**config.mk**
```make
export PLATFORM = sky130hd
export DESIGN_NAME = vmd_msix_bar_core
export DESIGN_NICKNAME = d
export VERILOG_FILES = /design/src/rtl/vmd_msix_bar_core.sv
export SDC_FILE = /design/constraint.sdc
export NUM_CORES = 2
export LEC_CHECK = 0
export ABC_AREA = 1
export ABC_CLOCK_PERIOD_IN_PS = 5100
export CELL_PAD_IN_SITES_DETAIL_PLACEMENT = 1
export CELL_PAD_IN_SITES_GLOBAL_PLACEMENT = 2
export CORE_UTILIZATION = 35
export CTS_CLUSTER_SIZE = 20
export DETAILED_ROUTE_END_ITERATION = 10
export DONT_BUFFER_PORTS = 1
export GPL_ROUTABILITY_DRIVEN = 0
export PLACE_DENSITY = 0.79
export SLEW_MARGIN = 40
export SYNTH_ARGS = -nofsm -noshare
export SYNTH_HDL_FRONTEND = slang
export SYNTH_SLANG_ARGS = --single-unit
```
**constraint.sdc**
```tcl
create_clock -name clk -period 5.1 [get_ports clk]
set_input_delay 1.53 -clock clk [delete_from_list [all_inputs] [get_ports clk]]
set_output_delay 1.53 -clock clk [all_outputs]
set_load 0.05 [all_outputs]
```
**src/rtl/vmd_msix_bar_core.sv**
```systemverilog
`default_nettype none
// ============================================================================
// vmd_msix_bar_core - VMD function-0 BAR: CSRs, MSI-X table/PBA, message dispatch
// Revision 1.0
// ============================================================================
module vmd_msix_bar_core #(
    parameter int          NUM_VECTORS = 8,
    parameter logic [31:0] ID_VALUE    = 32'h201D8086
) (
    input  logic        clk,
    input  logic        rst,
    input  logic [31:0] wr_addr,
    input  logic [3:0]  wr_be,
    input  logic [31:0] wr_data,
    input  logic        wr_valid,
    input  logic [87:0] rd_req_ctx,
    input  logic [31:0] rd_req_addr,
    input  logic        rd_req_valid,
    output logic [87:0] rd_rsp_ctx,
    output logic [31:0] rd_rsp_data,
    output logic        rd_rsp_valid,
    output logic        msix_interrupt_valid,
    output logic [63:0] msix_interrupt_addr,
    output logic [31:0] msix_interrupt_data,
    output logic        msix_interrupt_error
);

    localparam logic [9:0] c_IDX_ID      = 10'h000;
    localparam logic [9:0] c_IDX_CTRL    = 10'h001;
    localparam logic [9:0] c_IDX_STATUS  = 10'h002;
    localparam logic [9:0] c_IDX_TRIGGER = 10'h003;
    localparam logic [9:0] c_IDX_SCRATCH = 10'h004;
    localparam logic [9:0] c_IDX_ERRCNT  = 10'h005;
    localparam logic [9:0] c_IDX_PBA     = 10'h300;

    logic [1:0]             r_ctrl;
    logic [NUM_VECTORS-1:0] r_status;
    logic [NUM_VECTORS-1:0] r_pba;
    logic [NUM_VECTORS-1:0] r_mask;
    logic [31:0]            r_scratch;
    logic [15:0]            r_errcnt;
    logic [31:0]            r_tbl_lo   [NUM_VECTORS];
    logic [31:0]            r_tbl_hi   [NUM_VECTORS];
    logic [31:0]            r_tbl_data [NUM_VECTORS];

    logic [31:0]            w_be_mask;
    logic [9:0]             w_wr_idx;
    logic                   w_wr_tbl;
    logic [NUM_VECTORS-1:0] w_trig;
    logic [NUM_VECTORS-1:0] w_clr;
    logic [NUM_VECTORS-1:0] w_elig;
    logic [NUM_VECTORS-1:0] w_sel;
    logic                   w_found;
    logic                   w_bad;
    logic [63:0]            w_cand_addr;
    logic [31:0]            w_cand_data;
    logic [31:0]            w_rd_data;
    logic                   w_unused_bits;

    function automatic logic [31:0] f_merge(input logic [31:0] old_v,
                                            input logic [31:0] new_v,
                                            input logic [31:0] mask);
        return (old_v & ~mask) | (new_v & mask);
    endfunction

    assign w_be_mask = {{8{wr_be[3]}}, {8{wr_be[2]}}, {8{wr_be[1]}}, {8{wr_be[0]}}};
    assign w_wr_idx  = wr_addr[11:2];
    assign w_wr_tbl  = wr_valid && (wr_addr[11:10] == 2'b10);
    assign w_trig    = (wr_valid && w_wr_idx == c_IDX_TRIGGER) ?
                       (wr_data[NUM_VECTORS-1:0] & w_be_mask[NUM_VECTORS-1:0]) : '0;
    assign w_clr     = (wr_valid && w_wr_idx == c_IDX_STATUS) ?
                       (wr_data[NUM_VECTORS-1:0] & w_be_mask[NUM_VECTORS-1:0]) : '0;
    assign w_unused_bits = ^{wr_addr[31:12], wr_addr[1:0], rd_req_addr[31:12], rd_req_addr[1:0]};

    // Lowest eligible vector wins; loop runs downward so the last hit is the lowest index.
    always_comb begin
        w_elig      = r_pba & ~r_mask & {NUM_VECTORS{r_ctrl[0] & ~r_ctrl[1]}};
        w_found     = 1'b0;
        w_sel       = '0;
        w_cand_addr = '0;
        w_cand_data = '0;
        for (int i = NUM_VECTORS - 1; i >= 0; i--) begin
            if (w_elig[i]) begin
                w_found     = 1'b1;
                w_sel       = '0;
                w_sel[i]    = 1'b1;
                w_cand_addr = {r_tbl_hi[i], r_tbl_lo[i]};
                w_cand_data = r_tbl_data[i];
            end
        end
        w_bad = (w_cand_addr == 64'd0) || (w_cand_addr[1:0] != 2'b00);
    end

    always_comb begin
        w_rd_data = '0;
        case (rd_req_addr[11:2])
            c_IDX_ID:      w_rd_data = ID_VALUE;
            c_IDX_CTRL:    w_rd_data = {30'd0, r_ctrl};
            c_IDX_STATUS:  w_rd_data = 32'(r_status);
            c_IDX_SCRATCH: w_rd_data = r_scratch;
            c_IDX_ERRCNT:  w_rd_data = {16'd0, r_errcnt};
            c_IDX_PBA:     w_rd_data = 32'(r_pba);
            default:       w_rd_data = '0;
        endcase
        if (rd_req_addr[11:10] == 2'b10) begin
            for (int i = 0; i < NUM_VECTORS; i++) begin
                if (rd_req_addr[9:4] == 6'(i)) begin
                    case (rd_req_addr[3:2])
                        2'd0:    w_rd_data = r_tbl_lo[i];
                        2'd1:    w_rd_data = r_tbl_hi[i];
                        2'd2:    w_rd_data = r_tbl_data[i];
                        default: w_rd_data = {31'd0, r_mask[i]};
                    endcase
                end
            end
        end
    end

    always_ff @(posedge clk) begin
        if (!rst) begin
            r_ctrl    <= '0;
            r_status  <= '0;
            r_pba     <= '0;
            r_mask    <= '1;
            r_scratch <= '0;
            r_errcnt  <= '0;
            for (int i = 0; i < NUM_VECTORS; i++) begin
                r_tbl_lo[i]   <= '0;
                r_tbl_hi[i]   <= '0;
                r_tbl_data[i] <= '0;
            end
        end else begin
            if (wr_valid && w_wr_idx == c_IDX_CTRL && wr_be[0]) begin
                r_ctrl <= wr_data[1:0];
            end
            if (wr_valid && w_wr_idx == c_IDX_SCRATCH) begin
                r_scratch <= f_merge(r_scratch, wr_data, w_be_mask);
            end
            // Set terms are OR'd last so a trigger beats a same-cycle clear or dispatch.
            r_status <= (r_status & ~w_clr) | w_trig;
            r_pba    <= (r_pba & ~w_sel) | w_trig;
            if (w_found && w_bad && r_errcnt != 16'hFFFF) begin
                r_errcnt <= r_errcnt + 16'd1;
            end
            for (int i = 0; i < NUM_VECTORS; i++) begin
                if (w_wr_tbl && wr_addr[9:4] == 6'(i)) begin
                    case (wr_addr[3:2])
                        2'd0:    r_tbl_lo[i]   <= f_merge(r_tbl_lo[i], wr_data, w_be_mask);
                        2'd1:    r_tbl_hi[i]   <= f_merge(r_tbl_hi[i], wr_data, w_be_mask);
                        2'd2:    r_tbl_data[i] <= f_merge(r_tbl_data[i], wr_data, w_be_mask);
                        default: if (wr_be[0]) r_mask[i] <= wr_data[0];
                    endcase
                end
            end
        end
    end

    always_ff @(posedge clk) begin
        if (!rst) begin
            rd_rsp_valid         <= 1'b0;
            rd_rsp_ctx           <= '0;
            rd_rsp_data          <= '0;
            msix_interrupt_valid <= 1'b0;
            msix_interrupt_error <= 1'b0;
            msix_interrupt_addr  <= '0;
            msix_interrupt_data  <= '0;
        end else begin
            rd_rsp_valid         <= rd_req_valid;
            rd_rsp_ctx           <= rd_req_valid ? rd_req_ctx : '0;
            rd_rsp_data          <= rd_req_valid ? w_rd_data : '0;
            msix_interrupt_valid <= w_found && !w_bad;
            msix_interrupt_error <= w_found && w_bad;
            msix_interrupt_addr  <= (w_found && !w_bad) ? w_cand_addr : '0;
            msix_interrupt_data  <= (w_found && !w_bad) ? w_cand_data : '0;
        end
    end

endmodule
`default_nettype wire

```
==> out/results.txt <==
status -> completed
metal3 WL -> 32000 um
Tmin final -> 4.61 ns
CP Data Arrival Time -> 5.27 ns
post-route clock period utilization -> 90.4%
wl on met1 -> 108000 um
number of hold buffers added after cts -> 0
Top FF cell, synth -> edfxtp_1
area leader, netlist -> edfxtp_1
RSZ-0062 raised after global routing -> false
Peak VDD IR -> 0.323 mV
Synth Cell Area -> 53400 sq um
Layout area overhead -> 13.5%
share of cells above drive strength 1 -> 7.13%
vias in the first global route -> 46800
CTS root buffer -> clkbuf_16
Tot GR Track Use -> 31.6%
distinct cell type count after synthesis -> 50
R2R depth -> 22
LEAKAGE -> 23.1 nW
post-route ant nets -> 0
cts repair resizes -> 0
PortBufs -> 0
Worst Skew -> 0.0281 ns
Max Clk Rate -> 0.217 GHz
Power Dens Cells -> 344 nW/um^2
first drt pass iteration count -> 5
Layout Cells excl Fill -> 8565
CTS tree -> yes
final hold violation count -> 0
Slew Viols, Final -> 0
number of DRC markers after the initial detailed-route iteration -> 6936
clk buf depth -> 3
initial antenna violation count -> 5
ranking of synthesized cells by area -> edfxtp_1 43%, nand2_1 11%, dfxtp_1 11%
grt ovf -> 0
WHS Path Cells -> 2
Worst slew margin -> 31.2%
crit path kind -> register to register
vias per cell -> 5.90
mean post-synth cell area -> 8.13 sq um
setup ws final -> 0.491 ns
cts bufs inserted -> 132
flops & latches, synth -> 1061
Cells after DPL -> 8316
Critical Path Start -> r_ctrl[0]
most common cell after layout, fill and taps aside -> nand2_1
setup bufs post-CTS -> 0
cells after synthesis -> 6574
Post-Route WL -> 251000 um
Net count, final -> 6615
sequential fraction of the synthesis area -> 54.1%
Critical R2R Launch -> r_ctrl[0]
Max FO, Critical Path -> 42
Synth top area share -> 43.2%
Warnings, synthesis -> 0
IO Count -> 411
Synth async-reset ratio -> 0%
final setup vio count -> 0
Setup crit start kind -> register
Placement Rows -> 143
Starting Density -> 35.2%
Avg WL per Cell -> 29.3 um
DRC viols -> 0
first-pass GRT wire length -> 351000 um
met2 WL post-DR -> 104000 um
Crit. End Element -> register
CTS H-tree depth -> 4
Clk Latency, worst-skew pair -> 0.80 ns
clock slew at reported path FFs -> 0.06 ns
Area after DPL -> 56200 sq um
largest net degree at the start of global routing -> 114
CP required -> 5.76 ns
Place WS -> 0.621 ns
EDFF count, synth -> 768
die height -> 393 um
maxcap violations -> 0
worst min-delay path class -> register to register
die area -> 154000 sq um
design area -> 60700 sq um
Top Layer Used -> met5
Sink Count -> 1061
Final HPWL DP -> 171000 um
routed via count -> 50500
DIE WIDTH -> 393 um
core area -> 152000 sq um
most frequent cells in the layout -> 1619 x nand2_1, 1009 x a21oi_1, 1006 x nor2_1, 768 x edfxtp_1, 395 x inv_1
Tightest Pin Transition -> 1.02 ns
==> cells in the mapped netlist, types with 3 or more instances <==
| library cell | count |
|---|---|
| a211oi_1 | 9 |
| a21oi_1 | 1009 |
| a221o_1 | 3 |
| a221oi_1 | 71 |
| a22o_1 | 12 |
| a31o_2 | 4 |
| a31oi_1 | 48 |
| a41oi_1 | 3 |
| buf_1 | 65 |
| buf_2 | 37 |
| buf_4 | 10 |
| buf_6 | 5 |
| clkbuf_1 | 345 |
| clkinv_1 | 35 |
| dfxtp_1 | 293 |
| edfxtp_1 | 768 |
| inv_1 | 406 |
| inv_2 | 7 |
| nand2_1 | 1627 |
| nand2_2 | 4 |
| nand3_1 | 252 |
| nand4_1 | 30 |
| nor2_1 | 1022 |
| nor2_2 | 4 |
| nor3_1 | 49 |
| nor4_1 | 4 |
| o2111ai_1 | 16 |
| o211ai_1 | 84 |
| o21ai_0 | 177 |
| o21ai_1 | 7 |
| o221ai_1 | 68 |
| o22ai_1 | 64 |
| o311ai_0 | 6 |
| xor2_1 | 11 |
==> worst paths after layout <==
kind	slack, ns	end
min reg2reg	0.45	register
min	0.45	register
max	0.49	msix_interrupt_addr[62]
max reg2reg	0.49	msix_interrupt_addr[62]
==> routing by layer <==
metal	GRT usage (%)	up-vias
li1	-	22100
met1	46.0	25300
met2	44.3	2823
met3	9.25	336
met4	9.88	2
met5	0	-
==> power breakdown <==
group          leakage [nW]  switching, mW  internal (mW)
clock                  2.17           4.11           5.52
sequential             10.3          0.350           9.55
combinational          10.6           1.03          0.329
total                  23.1           5.49           15.4
==> worst max-delay path, stage by stage, from the launching register on <==
cell,delay [ns]
dfxtp_1,0.41
inv_2,0.05
nor2_2,0.13
buf_4,0.32
nand2_4,0.16
nand2_4,0.11
buf_4,0.46
nor2_4,0.19
buf_4,0.33
nand2_1,0.13
nand3_1,0.16
nor3_1,0.21
buf_4,0.18
nand2_1,0.06
nor2_1,0.10
nand2_1,0.06
nor2_1,0.09
nand2_1,0.15
nand2_4,0.21
nor2_2,0.09
inv_4,0.33
buf_12,0.28
a31oi_1,0.09
==> kinds of logic after synthesis <==
logic type	Yosys count	share of synthesized area [%]
adder cells (fa/ha/maj)	1	0.0234
AO/OA/AOI/OAI	1589	16.9
buffers and inverters	910	6.62
flip-flops	1061	54.1
other	1	0.00702
AND/OR/NAND/NOR	2999	22.1
XOR/XNOR	13	0.213
==> registers in the layout (all words and copies together), names as in the netlist, named ones only <==
name                  count
r_tbl_hi                256
rd_rsp_valid              1
msix_interrupt_valid      1
r_mask                    8
r_tbl_data              256
r_tbl_lo                256
r_errcnt                 16
r_pba                     8
msix_interrupt_error      1
msix_interrupt_addr      64
msix_interrupt_data      32
r_status                  8
r_ctrl                    2
rd_rsp_data              32
rd_rsp_ctx               88
==> layout make-up <==
| type | instances | area, sq um |
|---|---|---|
| Fill cell | 18000 | 91100 |
| Sequential cell | 1061 | 28900 |
| Multi-Input combinational cell | 4604 | 21400 |
| Clock buffer | 194 | 3900 |
| Tap cell | 2030 | 2540 |
| Inverter | 448 | 1720 |
| Timing Repair Buffer | 175 | 1690 |
| Clock inverter | 52 | 490 |
| Antenna cell | 1 | 2.50 |
==> stage by stage <==
stage	total power, mW	TNS, ns	hold WS [ns]	util (%)
after floorplan	10.8	-20.25	0.423	-
after global placement	11.3	0	0.429	37.0
after detailed placement	11.4	0	0.438	37.1
after CTS	20.9	0	0.446	39.9
after global routing	21.4	0	0.470	40.0
final	20.9	0	0.447	40.0
No activity file was read; power rests on OpenSTA's default activity.
